===== config.mk =====
export PLATFORM = sky130hd
export DESIGN_NAME = memory_arbiter
export DESIGN_NICKNAME = d
export VERILOG_FILES = /design/src/rtl/memory_arbiter.sv
export SDC_FILE = /design/constraint.sdc
export NUM_CORES = 1
export LEC_CHECK = 0
export BUFFER_PORTS_ARGS = -buffer_cell sky130_fd_sc_hd__buf_2
export CORE_AREA = 2 2 168 170
export CTS_CLUSTER_SIZE = 14
export DETAILED_ROUTE_END_ITERATION = 10
export DIE_AREA = 0 0 170 172
export GPL_TIMING_DRIVEN = 0
export PLACE_DENSITY = 0.49
export SLEW_MARGIN = 20
export SYNTH_ARGS = -nofsm -noshare
export SYNTH_HDL_FRONTEND = slang
export SYNTH_SLANG_ARGS = --single-unit

===== constraint.sdc =====
create_clock -name CLK -period 3.02 [get_ports CLK]
set_clock_uncertainty 0.2 [all_clocks]
set_input_delay 0.302 -clock CLK [delete_from_list [all_inputs] [get_ports CLK]]
set_output_delay 0.302 -clock CLK [all_outputs]
set_load 0.02 [all_outputs]

===== src/rtl/memory_arbiter.sv =====
// Round-robin RAM arbiter: one RAM transaction at a time across the data
// and instruction ports of CPUS cores, with address/data latching,
// abandon detection and a BUSY timeout.
//
// Ports:
//   CLK, RST                   clock, synchronous active-high reset
//   iREN/iaddr                 instruction read request/address per core
//   dREN/dWEN/daddr/dstore     data read/write request, address, store data
//   iwait/dwait                per-port stall (combinational)
//   iload/dload                per-port read data (combinational)
//   err                        per-core abort pulse (combinational)
//   ramaddr/ramstore           latched RAM address/write data (registered)
//   ramREN/ramWEN              RAM enables (registered)
//   ramload/ramstate           RAM read data and status
module memory_arbiter #(
  parameter int unsigned CPUS    = 2,
  parameter int unsigned TIMEOUT = 64
) (
  input  logic                 CLK,
  input  logic                 RST,
  input  logic [CPUS-1:0]      iREN,
  input  logic [32*CPUS-1:0]   iaddr,
  input  logic [CPUS-1:0]      dREN,
  input  logic [CPUS-1:0]      dWEN,
  input  logic [32*CPUS-1:0]   daddr,
  input  logic [32*CPUS-1:0]   dstore,
  output logic [CPUS-1:0]      iwait,
  output logic [CPUS-1:0]      dwait,
  output logic [32*CPUS-1:0]   iload,
  output logic [32*CPUS-1:0]   dload,
  output logic [CPUS-1:0]      err,
  output logic [31:0]          ramaddr,
  output logic [31:0]          ramstore,
  output logic                 ramREN,
  output logic                 ramWEN,
  input  logic [31:0]          ramload,
  input  logic [1:0]           ramstate
);

  localparam int unsigned N  = 2 * CPUS;
  localparam int unsigned GW = (N > 1) ? $clog2(N) : 1;
  localparam int unsigned CW = $clog2(TIMEOUT);

  localparam logic [1:0] RAM_ACCESS = 2'd2;
  localparam logic [1:0] RAM_ERROR  = 2'd3;

  typedef enum logic {IDLE, BUSY} state_t;

  state_t          state, state_n;
  logic [GW-1:0]   g, g_n, p, p_n;
  logic [31:0]     addr_n, store_n;
  logic            wr, wr_n, ren_n, wen_n;
  logic [CW-1:0]   cnt, cnt_n;

  logic [N-1:0]    active;
  logic            found;
  logic [GW-1:0]   sel;
  logic [31:0]     sel_addr, sel_store;
  logic            sel_wr;
  logic            timed_out, fail, done;
  logic [GW-1:0]   g_next;

  // Requester r: 2c = data port of core c, 2c+1 = instruction port of core c
  always_comb begin
    active = '0;
    for (int unsigned c = 0; c < CPUS; c++) begin
      active[2*c]   = dREN[c] | dWEN[c];
      active[2*c+1] = iREN[c];
    end
  end

  // First active requester scanning from the rotating pointer
  always_comb begin
    int unsigned idx;
    found = 1'b0;
    sel   = '0;
    idx   = 0;
    for (int unsigned i = 0; i < N; i++) begin
      idx = (32'(p) + i) % N;
      if (!found && active[GW'(idx)]) begin
        found = 1'b1;
        sel   = GW'(idx);
      end
    end
  end

  // Payload of the selected requester
  always_comb begin
    sel_addr  = '0;
    sel_store = '0;
    sel_wr    = 1'b0;
    for (int unsigned c = 0; c < CPUS; c++) begin
      if (sel == GW'(2*c)) begin
        sel_addr  = daddr[32*c +: 32];
        sel_store = dstore[32*c +: 32];
        sel_wr    = dWEN[c];
      end else if (sel == GW'(2*c+1)) begin
        sel_addr  = iaddr[32*c +: 32];
      end
    end
  end

  assign timed_out = (cnt == CW'(TIMEOUT - 1));
  assign fail      = (ramstate == RAM_ERROR) || timed_out;
  // Abandon, completion and failure all release the grant the same way
  assign done      = !active[g] || (ramstate == RAM_ACCESS) || fail;
  assign g_next    = (g == GW'(N - 1)) ? '0 : g + GW'(1);

  // Next-state logic
  always_comb begin
    state_n = state;
    g_n     = g;
    p_n     = p;
    addr_n  = ramaddr;
    store_n = ramstore;
    wr_n    = wr;
    cnt_n   = cnt;
    ren_n   = 1'b0;
    wen_n   = 1'b0;
    case (state)
      IDLE: begin
        if (found) begin
          state_n = BUSY;
          g_n     = sel;
          addr_n  = sel_addr;
          store_n = sel_store;
          wr_n    = sel_wr;
          cnt_n   = '0;
          ren_n   = !sel_wr;
          wen_n   = sel_wr;
        end
      end
      BUSY: begin
        cnt_n = cnt + CW'(1);
        ren_n = ramREN;
        wen_n = ramWEN;
        if (done) begin
          state_n = IDLE;
          p_n     = g_next;
          ren_n   = 1'b0;
          wen_n   = 1'b0;
        end
      end
      default: state_n = IDLE;
    endcase
  end

  // State register
  always_ff @(posedge CLK) begin
    if (RST) begin
      state    <= IDLE;
      g        <= '0;
      p        <= '0;
      ramaddr  <= '0;
      ramstore <= '0;
      wr       <= 1'b0;
      cnt      <= '0;
      ramREN   <= 1'b0;
      ramWEN   <= 1'b0;
    end else begin
      state    <= state_n;
      g        <= g_n;
      p        <= p_n;
      ramaddr  <= addr_n;
      ramstore <= store_n;
      wr       <= wr_n;
      cnt      <= cnt_n;
      ramREN   <= ren_n;
      ramWEN   <= wen_n;
    end
  end

  // Port-side responses; an abandoned grant gets neither wait-low nor err
  always_comb begin
    iwait = '1;
    dwait = '1;
    iload = '0;
    dload = '0;
    err   = '0;
    if (state == BUSY && active[g]) begin
      for (int unsigned c = 0; c < CPUS; c++) begin
        if (ramstate == RAM_ACCESS) begin
          if (g == GW'(2*c)) begin
            dwait[c]          = 1'b0;
            dload[32*c +: 32] = ramload;
          end else if (g == GW'(2*c+1)) begin
            iwait[c]          = 1'b0;
            iload[32*c +: 32] = ramload;
          end
        end else if (fail && (g == GW'(2*c) || g == GW'(2*c+1))) begin
          err[c] = 1'b1;
        end
      end
    end
  end

endmodule


==> metrics.md <==
| Metric | Value |
|---|---|
| Number of synthesized flops with an enable pin | 0 |
| Via/cell ratio | 4.43 |
| Die width | 170 um |
| Total grt overflow | 0 |
| GRT Total Usage | 0.153 |
| Setup Total Neg Slack | 0 ps |
| Clock Tree Buf Depth | 2 |
| Internal Dissipation | 2090 uW |
| Max Slew Vio Count | 0 |
| CTS tree | yes |
| Max rail drop VDD | 0.245 mV |
| DR iter-0 viols | 268 |
| Fin area | 0.00782 mm2 |
| Worst endpoint data arrival time | 2430 ps |
| Core Rows | 61 |
| NumNets Final | 1276 |
| Cell variety after synth | 42 |
| Yosys warning count | 0 |
| DRC viols | 0 |
| Hold Fails Final Rpt | 0 |
| Synth Flop Type | dfxtp_1 |
| Setup crit end kind | output port |
| Worst setup path class | flip-flop to output port |
| Crit start category | flip-flop |
| Final Setup Violations | 0 |
| Combinational share of power | 0.303 |
| Syn_area_per_cell | 8.32 um2 |
| Largest net degree at the start of global routing | 17 |
| Port Buf Inserts | 433 |
| Gp weighted congestion | 0.865 |
| Post-Synthesis Cells | 590 |
| Async SR Flop Fraction | 0 |
| Sw Ratio | 0.351 |
| Routed wire length | 23800 um |
| Io pins | 434 |
| Status | finished, final reports clean |
| Slew margin rel. | 0.387 |
| Sequential cell area | 0.00154 mm2 |
| Max-Cap Viols | 0 |
| Pre-antenna DRT Iters | 5 |
| Multi-input gate area | 0.00306 mm2 |
| Pwr Density | 411 mW/mm2 |
| Routed len/inst | 17.1 um |
| RSZ-0062 raised after global routing | false |
| Required @ worst endpoint | 2520 ps |
| H-tree Lvls | 3 |
| Clock Latency Late Sink | 330 ps |
| Worst hold path class | primary input to flip-flop |
| Vias in the first global route | 5811 |
| Layout cells sized above 1 | 0.462 |
| FMAX | 342 MHz |
| Starting Density | 0.179 |
| Tmin final | 2930 ps |
| Initial antenna violation count | 6 |
| Syn Nets | 831 |
| Core area | 0.0275 mm2 |
| Total CTS buffers | 9 |
| Cts hold-fix bufs | 0 |
| Clock Power Share | 0.332 |
| Final Cycle Share | 0.970 |
| Leakage power | 0.00423 uW |
| Clock transition at the registers of the reported paths | 70 ps |
| Area after DPL | 0.00751 mm2 |
| Vias | 6163 |
| Worst-path fanout max | 10 |
| Register area share after synthesis | 0.314 |
| Root Buffer | clkbuf_16 |
| Sw power | 1130 uW |
| Area delta synth->final | 59.4% |
| Reg power frac | 0.365 |
| Die height | 172 um |
| Antenna viol nets, final | 0 |
| Worst-Margin Slew | 919 ps |
| First-pass GRT wire length | 33800 um |
| Die Area | 0.0292 mm2 |
| Cell Area, Synth | 0.00491 mm2 |
| Clock sinks | 77 |
| FILL cells | 3049 |
| Dpl hpwl | 20500 um |
| FF+latch count, synth | 77 |
## worst paths after layout
kind | start | end | slack (ps) | depth (start not counted)
max | g[1] | iload[46] | 90 | 8
min | iaddr[62] | ramaddr[30] | 70 | 3
max reg2reg | p[0] | ramaddr[25] | 320 | 8
min reg2reg | ramaddr[9] | ramaddr[9] | 260 | 2
## kinds of logic after synthesis
group,synth area share
AOI/OAI and AO/OA,0.151
adders and majority gates,0.0178
buffers and inverters,0.0640
DFF,0.314
muxes,0.146
and+or+nand+nor,0.308
## sequential cells by signal, summed over array words and instances (netlist names)
register and flops:
ramREN 1, ramstore 32, ramaddr 32, g 2, p 2, ramWEN 1
cnt 6, state 1
## per-layer routing
layer	track usage	wire [um]
met4	0.0535	585
met5	0	27
met2	0.303	12700
met3	0.0391	1860
met1	0.155	8600
## placed cells by master, fill, tap and decap left out, drive strengths merged, types with 3 or more instances in the layout
cell	instances
nor3	36
diode	4
a31oi	3
a221oi	32
clkbuf	43
inv	10
or2	3
and3	65
nand2	42
nand3b	3
nand3	3
buf	457
o221ai	32
dfxtp	77
o21ai	6
nor2	49
mux2i	68
and2	68
a21oi	9
ha	7
## stage by stage
| stage | std cells | power [uW] | hold slack [ps] | worst slack (ps) | util |
|---|---|---|---|---|---|
| after floorplan | 590 | 1730 | 261 | 640 | - |
| after global placement | 1369 | 2180 | 239 | 129 | 0.273 |
| after detailed placement | 1369 | 2180 | 241 | 97.1 | 0.273 |
| after CTS | 1386 | 3280 | 50.1 | 4.34 | 0.284 |
| after global routing | 1388 | 3400 | 66.6 | 14.0 | 0.285 |
| final | 1390 | 3220 | 73.2 | 92.0 | 0.285 |
## critical path: stages, from the launching register on
cell,delay (ps)
dfxtp_2,340
inv_2,80
mux4_2,530
and4b_1,240
buf_6,150
and3b_4,230
buf_6,150
and2_1,190
buf_2,170
## power by group through the flow
stage                     combinational, uW  sequential, uW  clock (uW)
after floorplan                         415            1320           0
after global placement                  982            1200           0
after detailed placement                983            1200           0
after CTS                               985            1180        1120
after global routing                   1060            1190        1160
final                                   974            1170        1070
## layout make-up
type / count / share of cell area
flip-flops and latches: 77 / 0.197
inverters: 5 / 0.00240
clock inverters: 7 / 0.00800
multi-input cells: 451 / 0.391
diodes: 4 / 0.00128
well taps: 346 / 0.0553
repair buffers: 434 / 0.278
clock buffers: 9 / 0.0288
plain buffers: 57 / 0.0377
## cell usage after synthesis, types with 8 or more instances
master	number	share of area
dfxtp_1	77	0.31
mux2i_1	68	0.14
and2_1	67	0.085
and3_1	65	0.083
nor2_1	49	0.037
nand2_1	42	0.032
nor3_1	36	0.037
clkbuf_1	34	0.026
a221oi_1	32	0.057
o221ai_1	32	0.057
a21oi_1	9	0.0092
buf_2	8	0.0082
buf_6	8	0.018
## what timing repair did
action / CTS / global route
gates cloned: 0 / 0
setup endpoints to repair: 28 / 4
buffers inserted: 1 / 0
gates resized for setup: 1 / 5
endpoints found under the hold margin: 0 / 0
pin swaps: 0 / 0
(Power assumes the default switching activity.)
